**src/rtl/cond_unit_pkg.sv**
```systemverilog
// Shared constants for the conditional-execution unit: condition codes,
// ALU flag bit positions and FlagWrite enable positions.
package cond_unit_pkg;

  localparam logic [3:0] COND_EQ = 4'b0000;
  localparam logic [3:0] COND_NE = 4'b0001;
  localparam logic [3:0] COND_CS = 4'b0010;
  localparam logic [3:0] COND_CC = 4'b0011;
  localparam logic [3:0] COND_MI = 4'b0100;
  localparam logic [3:0] COND_PL = 4'b0101;
  localparam logic [3:0] COND_VS = 4'b0110;
  localparam logic [3:0] COND_VC = 4'b0111;
  localparam logic [3:0] COND_HI = 4'b1000;
  localparam logic [3:0] COND_LS = 4'b1001;
  localparam logic [3:0] COND_GE = 4'b1010;
  localparam logic [3:0] COND_LT = 4'b1011;
  localparam logic [3:0] COND_GT = 4'b1100;
  localparam logic [3:0] COND_LE = 4'b1101;
  localparam logic [3:0] COND_AL = 4'b1110;
  localparam logic [3:0] COND_NV = 4'b1111;

  // Bit positions within the 5-bit ALUFlags bus {N,Z,C,V,Q}
  localparam int FLAG_N = 4;
  localparam int FLAG_Z = 3;
  localparam int FLAG_C = 2;
  localparam int FLAG_V = 1;
  localparam int FLAG_Q = 0;

  // Bit positions within the 4-bit stored Flags {N,Z,C,V}
  localparam int SF_N = FLAG_N - 1;
  localparam int SF_Z = FLAG_Z - 1;
  localparam int SF_C = FLAG_C - 1;
  localparam int SF_V = FLAG_V - 1;

  localparam int FW_NZ = 1;
  localparam int FW_CV = 0;

endpackage

```
**src/rtl/cond_unit_cond_check.sv**
```systemverilog
// Condition-code evaluator: decides from the stored {N,Z,C,V} whether the
// executing instruction's condition field passes.
module cond_check
  import cond_unit_pkg::*;
(
  input  logic [3:0] CondE,
  input  logic [3:0] Flags,
  output logic       CondExE
);

  logic w_n, w_z, w_c, w_v;

  assign w_n = Flags[SF_N];
  assign w_z = Flags[SF_Z];
  assign w_c = Flags[SF_C];
  assign w_v = Flags[SF_V];

  always_comb begin
    CondExE = 1'b0;
    case (CondE)
      COND_EQ: CondExE = w_z;
      COND_NE: CondExE = ~w_z;
      COND_CS: CondExE = w_c;
      COND_CC: CondExE = ~w_c;
      COND_MI: CondExE = w_n;
      COND_PL: CondExE = ~w_n;
      COND_VS: CondExE = w_v;
      COND_VC: CondExE = ~w_v;
      COND_HI: CondExE = w_c & ~w_z;
      COND_LS: CondExE = ~w_c | w_z;
      COND_GE: CondExE = (w_n == w_v);
      COND_LT: CondExE = (w_n != w_v);
      COND_GT: CondExE = ~w_z & (w_n == w_v);
      COND_LE: CondExE = w_z | (w_n != w_v);
      COND_AL: CondExE = 1'b1;
      COND_NV: CondExE = 1'b0;
      default: CondExE = 1'b0;
    endcase
  end

endmodule

```
**src/rtl/cond_unit.sv**
```systemverilog
// Conditional-execution unit: condition check, NZCV/sticky-Q flag storage
// and the E/M pipeline register carrying condition-gated controls.
module cond_unit
  import cond_unit_pkg::*;
(
  input  logic        clk,
  input  logic        reset,
  input  logic [3:0]  CondE,
  input  logic [4:0]  ALUFlags,
  input  logic [1:0]  FlagWriteE,
  input  logic        QWriteE,
  input  logic        QClear,
  input  logic        RegWriteE,
  input  logic        MemWriteE,
  input  logic        PCSrcE,
  input  logic [31:0] ALUResultE,
  input  logic [3:0]  WA3E,
  input  logic        StallM,
  input  logic        FlushM,
  output logic        CondExE,
  output logic [3:0]  Flags,
  output logic        QFlag,
  output logic        RegWriteM,
  output logic        MemWriteM,
  output logic        PCSrcM,
  output logic [31:0] ALUResultM,
  output logic [3:0]  WA3M
);

  logic [3:0]  r_flags;
  logic        r_q;
  logic        r_reg_write;
  logic        r_mem_write;
  logic        r_pc_src;
  logic [31:0] r_alu_result;
  logic [3:0]  r_wa3;

  logic        w_cond_ex;
  logic        w_update;
  logic        w_q_set;

  cond_check u_cond_check (
    .CondE   (CondE),
    .Flags   (r_flags),
    .CondExE (w_cond_ex)
  );

  // Flags follow the executing instruction, so FlushM does not gate them
  assign w_update = ~StallM & w_cond_ex;
  assign w_q_set  = w_update & QWriteE & ALUFlags[FLAG_Q];

  always_ff @(posedge clk) begin
    if (reset) begin
      r_flags <= 4'b0000;
      r_q     <= 1'b0;
    end else begin
      if (w_update && FlagWriteE[FW_NZ]) begin
        r_flags[SF_N] <= ALUFlags[FLAG_N];
        r_flags[SF_Z] <= ALUFlags[FLAG_Z];
      end
      if (w_update && FlagWriteE[FW_CV]) begin
        r_flags[SF_C] <= ALUFlags[FLAG_C];
        r_flags[SF_V] <= ALUFlags[FLAG_V];
      end
      // A saturation on the same edge as a software clear must stay visible
      if (w_q_set) begin
        r_q <= 1'b1;
      end else if (QClear) begin
        r_q <= 1'b0;
      end
    end
  end

  always_ff @(posedge clk) begin
    if (reset) begin
      r_reg_write  <= 1'b0;
      r_mem_write  <= 1'b0;
      r_pc_src     <= 1'b0;
      r_alu_result <= 32'h0;
      r_wa3        <= 4'h0;
    end else if (!StallM) begin
      if (FlushM) begin
        r_reg_write  <= 1'b0;
        r_mem_write  <= 1'b0;
        r_pc_src     <= 1'b0;
        r_alu_result <= 32'h0;
        r_wa3        <= 4'h0;
      end else begin
        r_reg_write  <= RegWriteE & w_cond_ex;
        r_mem_write  <= MemWriteE & w_cond_ex;
        r_pc_src     <= PCSrcE & w_cond_ex;
        r_alu_result <= ALUResultE;
        r_wa3        <= WA3E;
      end
    end
  end

  assign CondExE    = w_cond_ex;
  assign Flags      = r_flags;
  assign QFlag      = r_q;
  assign RegWriteM  = r_reg_write;
  assign MemWriteM  = r_mem_write;
  assign PCSrcM     = r_pc_src;
  assign ALUResultM = r_alu_result;
  assign WA3M       = r_wa3;

endmodule

```
**config.mk**
```make
export PLATFORM = sky130hd
export DESIGN_NAME = cond_unit
export DESIGN_NICKNAME = d
export VERILOG_FILES = /design/src/rtl/cond_unit_pkg.sv /design/src/rtl/cond_unit_cond_check.sv /design/src/rtl/cond_unit.sv
export SDC_FILE = /design/constraint.sdc
export NUM_CORES = 1
export LEC_CHECK = 0
export BUFFER_PORTS_ARGS = -buffer_cell sky130_fd_sc_hd__buf_2
export CORE_MARGIN = 2
export CORE_UTILIZATION = 40
export DETAILED_ROUTE_END_ITERATION = 10
export GPL_TIMING_DRIVEN = 0
export PLACE_DENSITY = 0.69
export SLEW_MARGIN = 40
export SYNTH_ARGS = -nofsm -noshare
export SYNTH_HDL_FRONTEND = slang
export SYNTH_HIERARCHICAL = 1
export SYNTH_SLANG_ARGS = --single-unit
export TNS_END_PERCENT = 30
```
**constraint.sdc**
```tcl
create_clock -name clk -period 2.5 [get_ports clk]
set_clock_uncertainty 0.1 [all_clocks]
set_input_delay 0.25 -clock clk [delete_from_list [all_inputs] [get_ports clk]]
set_output_delay 0.25 -clock clk [all_outputs]
set_load 0.05 [all_outputs]
```
==> results of run 1 <==
==> registers in the layout (all words and copies together), names as in the netlist <==
register and count:
QFlag 1, Flags 4, PCSrcM 1, MemWriteM 1, RegWriteM 1, WA3M 4
ALUResultM 32
==> stage by stage <==
stage	hold WS [ps]	power (mW)	cell area, um2	setup WS (ps)
final	116	1.50	2620	182
after global routing	117	1.58	2620	87.7
after CTS	110	1.52	2600	37.0
after detailed placement	348	1.06	2510	339
after global placement	338	1.06	2510	388
after floorplan	297	0.967	1960	142
==> where the power goes <==
part	leakage, nW	total [mW]	switching, mW	internal (mW)
clock	0.0445	0.452	0.227	0.225
combinational	0.781	0.310	0.197	0.113
sequential	0.360	0.742	0.0149	0.727
==> synthesized netlist by cell type, drive strengths merged (2+ instances only) <==
cell / instances / area (um2)
buf: 9 / 60.1
or3b: 36 / 315
mux2i: 5 / 50.1
clkbuf: 10 / 37.5
and3b: 2 / 17.5
nand2b: 10 / 62.6
dfxtp: 44 / 881
xor2: 3 / 26.3
nand4bb: 3 / 33.8
nand2: 39 / 146
a21oi: 43 / 215
nor2: 2 / 7.51
==> how the worst max path moves through the flow <==
stage                     slack (ps)                    end             startpoint
after global placement           390                CondExE  Flags[0]$_SDFFE_PP0P_
final                            180                CondExE  Flags[0]$_SDFFE_PP0P_
after global routing              90                CondExE  Flags[0]$_SDFFE_PP0P_
after CTS                         40                CondExE  Flags[0]$_SDFFE_PP0P_
after floorplan                  140  Flags[0]$_SDFFE_PP0P_  Flags[3]$_SDFFE_PP0P_
after detailed placement         340  Flags[3]$_SDFFE_PP0P_  Flags[0]$_SDFFE_PP0P_
==> kinds of logic after synthesis <==
kind of cell              Yosys count  synth area share [%]
AOI/OAI and AO/OA                  49                  13.5
xor gates and xnor gates            4                  1.81
buffers and inverters              20                  5.22
DFF                                44                  45.4
muxes                               5                  2.58
and+or+nand+nor                    96                  31.5
==> worst min-delay path: stages <==
cell and delay (ps):
buf_2 100, nand2b_1 60, mux2i_1 60
==> cell type report <==
| class | instances | area, um2 |
|---|---|---|
| well taps | 54 | 67.6 |
| plain buffers | 19 | 97.6 |
| repair buffers | 99 | 503 |
| flip-flops and latches | 44 | 883 |
| inverters | 1 | 3.75 |
| clock buffers | 7 | 86.3 |
| multi-input cells | 154 | 972 |
| clock inverters | 1 | 7.51 |
| fillers | 465 | 2070 |
==> layer usage <==
layer | up-vias | track usage (%) | share of wire [%]
li1 | 966 | - | -
met1 | 830 | 22.8 | 44
met2 | 59 | 29.2 | 48
met3 | 5 | 4.25 | 6.7
met4 | 0 | 6.06 | 1.1
met5 | - | 0 | 0
==> repair_timing <==
| item | CTS | global route |
|---|---|---|
| gates resized for setup | 0 | 2 |
| buffers inserted | 0 | 2 |
| setup endpoints to repair | 0 | 1 |
==> impl_metrics.ini, run 1 <==
[synthesis]
syn-instance-count = 218
synthArstFlopShare_pct = 0
ys_types = 26
yosysWarnings = 6
postSynthAreaPerCell_um2 = 8.90
synth_ff_type = dfxtp_1
synth_nets = 274
synth_edf_count = 0
synth-seq-area-share_pct = 45.4
syn_area_um2 = 1940
ys_ff_latch = 44

[place]
hpwl_mm = 3.64
port_buffers = 97
gp_congestion = 0.826
placedCellCount = 369

[clocking]
cts_root_buffer = clkbuf_8
hold_buffers = 0
cts_tree = built
clockBufferDepth = 2
cts.sinks = 44
cts.clk_slew.worst_paths_ps = 70
htree_levels = 2
clkLatencyLatePin_ps = 280
numCtsBuffers = 5

[critical_path]
endpoint_kind = output port
r2r_start = Flags[0]$_SDFFE_PP0P_
cp.arrival_ps = 1970
r2r_end = Flags[3]$_SDFFE_PP0P_
rr_worst_depth = 8
path_delay_family = compound AO/OA/AOI/OAI gates
critPathLaunchType = flop
cp_slowest_cell = a2111oi_1
path_max_fanout = 4
ff2ff_setup_slack_ps = 270
crit_path_max_incr_delay_ps = 400
worst-setup-path-type = reg2out
cp.required_ps = 2150
cp_cell_sequence = xor2_1, xor2_1, a2111oi_1, a311oi_1, o22ai_4, buf_4
cp_num_buf_inv = 1
crit_top_cell = xor2_1
cp.depth = 6

[sta]
rsz0062_at_grt = no
fin_crit_sh_pct = 92.7
hold_viol_final = 0
tightest_slew_ps = 508
max_freq_mhz = 431
finalSetupTns_ps = 0
setup_viol = 0
slew_headroom_pct = 65.7
post-route-min-period_ps = 2320
slew_viol_final = 0

[worst_hold_path]
hold_depth = 3
hold_path.class = in2reg
hp-start = ALUFlags[1]
worstHoldEndpoint = Flags[0]$_SDFFE_PP0P_

[global_route]
overflow = 0
antenna_found_initial = 0
grt_max_degree = 14
grt_pass1_wl_mm = 7.49
grt_use_total_pct = 17.8
grt_pass1_vias = 1675

[power_and_ir_drop]
ir_drop_mv = 0.343
p_per_area_nw_per_um2 = 574
leakagePower_nw = 1.19

[finish]
fin_cells = 379
area_delta_synth_final_pct = 35.1
mostFrequentLayoutCell = buf_2
fin_nets = 380
insertedDiodeCount = 0
final_cell_mix = buf_2 (102), a21oi_1 (43), dfxtp_1 (42)
drive_gt1_share_pct = 36.3
final_util_pct = 55.9

[drt]
vias = 1860
drt_first_iter_violations = 55
drc = 0
wl_per_cell_um = 12.9
firstDrtPassIters = 4
drt_wl_total_mm = 4.88
via_per_inst = 4.91
antenna_left = 0

[floorplan]
initial_core_util_pct = 41.4
die-area_um2 = 5420
die_height_um = 73.7
pin_count = 101
core_um2 = 4690
rows = 25
die_x_um = 73.7

[run]
drv_cap = 0

[outcome]
status = finished clean
No activity file was read; power rests on OpenSTA's default activity.
==> inputs of run 2 (changes only) <==
CTS_BUF_LIST = sky130_fd_sc_hd__clkbuf_4 sky130_fd_sc_hd__clkbuf_8   (was not set)
==> run 2 against run 1 <==
Sequential share of layout area about the same. Clock power grew 3%. Cell count unchanged. Global-route usage is 0.080 points higher. Utilization rose by 0.080 points. Total power is 0.84% higher. Sequential cell count stayed put. Via count about the same. First-iteration DRC count is 15% higher. Fmax about the same. Sequential power about the same. Critical path type unchanged.
==> impl_metrics.ini, run 2 (same netlist as run 1, synthesis figures left out) <==
[place]
placedCellCount = 369
port_buffers = 97
placed_area_um2 = 2510
preCtsSetupSlack_ps = 339
hpwl_mm = 3.64
gp_congestion = 0.826

[power_and_ir_drop]
p_per_area_nw_per_um2 = 578
switching_share_pct = 29.1
seq_power_share_pct = 48.9
leakagePower_nw = 1.19
pwr-share-clk_pct = 30.6
ir_drop_mv = 0.346
p_switching_mw = 0.441
p_comb_share_pct = 20.5
power.internal_mw = 1.08

[global_route]
use_met2_pct = 29.6
grt_max_degree = 14
grt_use_total_pct = 17.8
grt_pass1_wl_mm = 7.51
grt_pass1_vias = 1677
met1_usage_pct = 22.7
globalRouteMet3Util_pct = 4.25
antenna_found_initial = 0
grt.busiest_layer = met2
overflow = 0

[floorplan]
die-area_um2 = 5420
initial_core_util_pct = 41.4
core_um2 = 4690
pin_count = 101
die_height_um = 73.7
die_x_um = 73.7
rows = 25

[sta]
rsz0062_at_grt = no
slew_viol_final = 0
post-route-min-period_ps = 2320
setup_ws_ps = 181
fin_crit_sh_pct = 92.8
hold_viol_final = 0
setup_viol = 0
slew_headroom_pct = 65.6
max_freq_mhz = 431
tightest_slew_ps = 508
finalSetupTns_ps = 0

[finish]
fin_cells = 379
largest_reg_flops = 32
fin_nets = 380
final_cell_mix = buf_2 (102), a21oi_1 (43), dfxtp_1 (42)
multi_input_area_um2 = 972
area_delta_synth_final_pct = 35.3
drive_gt1_share_pct = 36.6
insertedDiodeCount = 0
nFillCells = 467
seqCellArea_um2 = 883
final_area_um2 = 2630
mostFrequentLayoutCell = buf_2
final_util_pct = 55.9

[critical_path]
critPathLaunchType = flop
cp.depth = 6
crit_top_cell = xor2_1
path_max_fanout = 4
r2r_start = Flags[0]$_SDFFE_PP0P_
cp_slowest_cell = a2111oi_1
cp_num_buf_inv = 1
ff2ff_setup_slack_ps = 270
cp_cell_sequence = xor2_1, xor2_1, a2111oi_1, a311oi_1, o22ai_4, buf_4
path_delay_family = compound AO/OA/AOI/OAI gates
cp.required_ps = 2150
endpoint_kind = output port
rr_worst_depth = 8
crit_path_max_incr_delay_ps = 400
worst-setup-path-type = reg2out
r2r_end = Flags[3]$_SDFFE_PP0P_
cp.arrival_ps = 1970

[drt]
drt_wl_total_mm = 4.90
vias = 1861
wl_per_cell_um = 12.9
antenna_left = 0
firstDrtPassIters = 5
drc = 0
via_per_inst = 4.91
drt_first_iter_violations = 63

[worst_hold_path]
worstHoldEndpoint = Flags[0]$_SDFFE_PP0P_
hold_path.class = in2reg
hold_depth = 3
hp-start = ALUFlags[1]

[run]
drv_cap = 0

[clocking]
cts.sinks = 44
numCtsBuffers = 5
cts_tree = built
clkLatencyLatePin_ps = 280
clockBufferDepth = 2
cts_root_buffer = clkbuf_8
htree_levels = 2
hold_buffers = 0
cts.clk_slew.worst_paths_ps = 80

[outcome]
status = finished clean
## run 2: cell counts in the layout (fill, tap and decap cells not counted)
No cell type changed its count.
## run 2: metrics by stage
stage	hold slack (ps)	total power, mW
3_3_place_gp	338	1.06
6_report	116	1.52
5_1_grt	117	1.59
2_1_floorplan	297	0.967
3_5_place_dp	348	1.06
4_1_cts	110	1.53
## run 2: power groups by stage
stage / combinational (mW) / clock, mW / sequential (mW)
floorplan: 0.117 / 0 / 0.850
global placement: 0.302 / 0 / 0.758
detailed placement: 0.304 / 0 / 0.758
CTS: 0.304 / 0.482 / 0.742
global route: 0.334 / 0.510 / 0.746
finish: 0.310 / 0.464 / 0.742
## run 2: final cells by class
class | instances | area share [%]
tap | 54 | 2.57
sequential | 44 | 33.7
clock buffer | 7 | 3.43
multi-input combinational | 154 | 37.0
buffer | 19 | 3.72
inverter | 1 | 0.143
timing repair buffer | 99 | 19.2
clock inverter | 1 | 0.286
## run 2: worst max path at each step
stage	endpoint	start	slack, ps
floorplan	Flags[0]$_SDFFE_PP0P_	Flags[3]$_SDFFE_PP0P_	140
global placement	CondExE	Flags[0]$_SDFFE_PP0P_	390
detailed placement	Flags[3]$_SDFFE_PP0P_	Flags[0]$_SDFFE_PP0P_	340
CTS	CondExE	Flags[0]$_SDFFE_PP0P_	40
global route	CondExE	Flags[0]$_SDFFE_PP0P_	90
finish	CondExE	Flags[0]$_SDFFE_PP0P_	180
## run 2: per-layer routing
layer / wire, um / vias to the layer above
met5: 0 / -
met2: 2380 / 61
met3: 331 / 5
met1: 2130 / 827
li1: - / 968
met4: 52 / 0
## run 2: worst reg2reg max path: stages, from the launching register on
cell and delay, ps:
dfxtp_2 380, xor2_1 280, xor2_1 110, a2111oi_1 400, a311oi_1 130, o22ai_4 170, buf_4 170, and3b_1 220
mux2i_1 210
## run 2: repair_timing
action / in CTS / in global routing
endpoints found under the hold margin: 0 / 0
endpoints found under the setup margin: 0 / 1
setup buffers: 0 / 2
gates resized for setup: 0 / 2
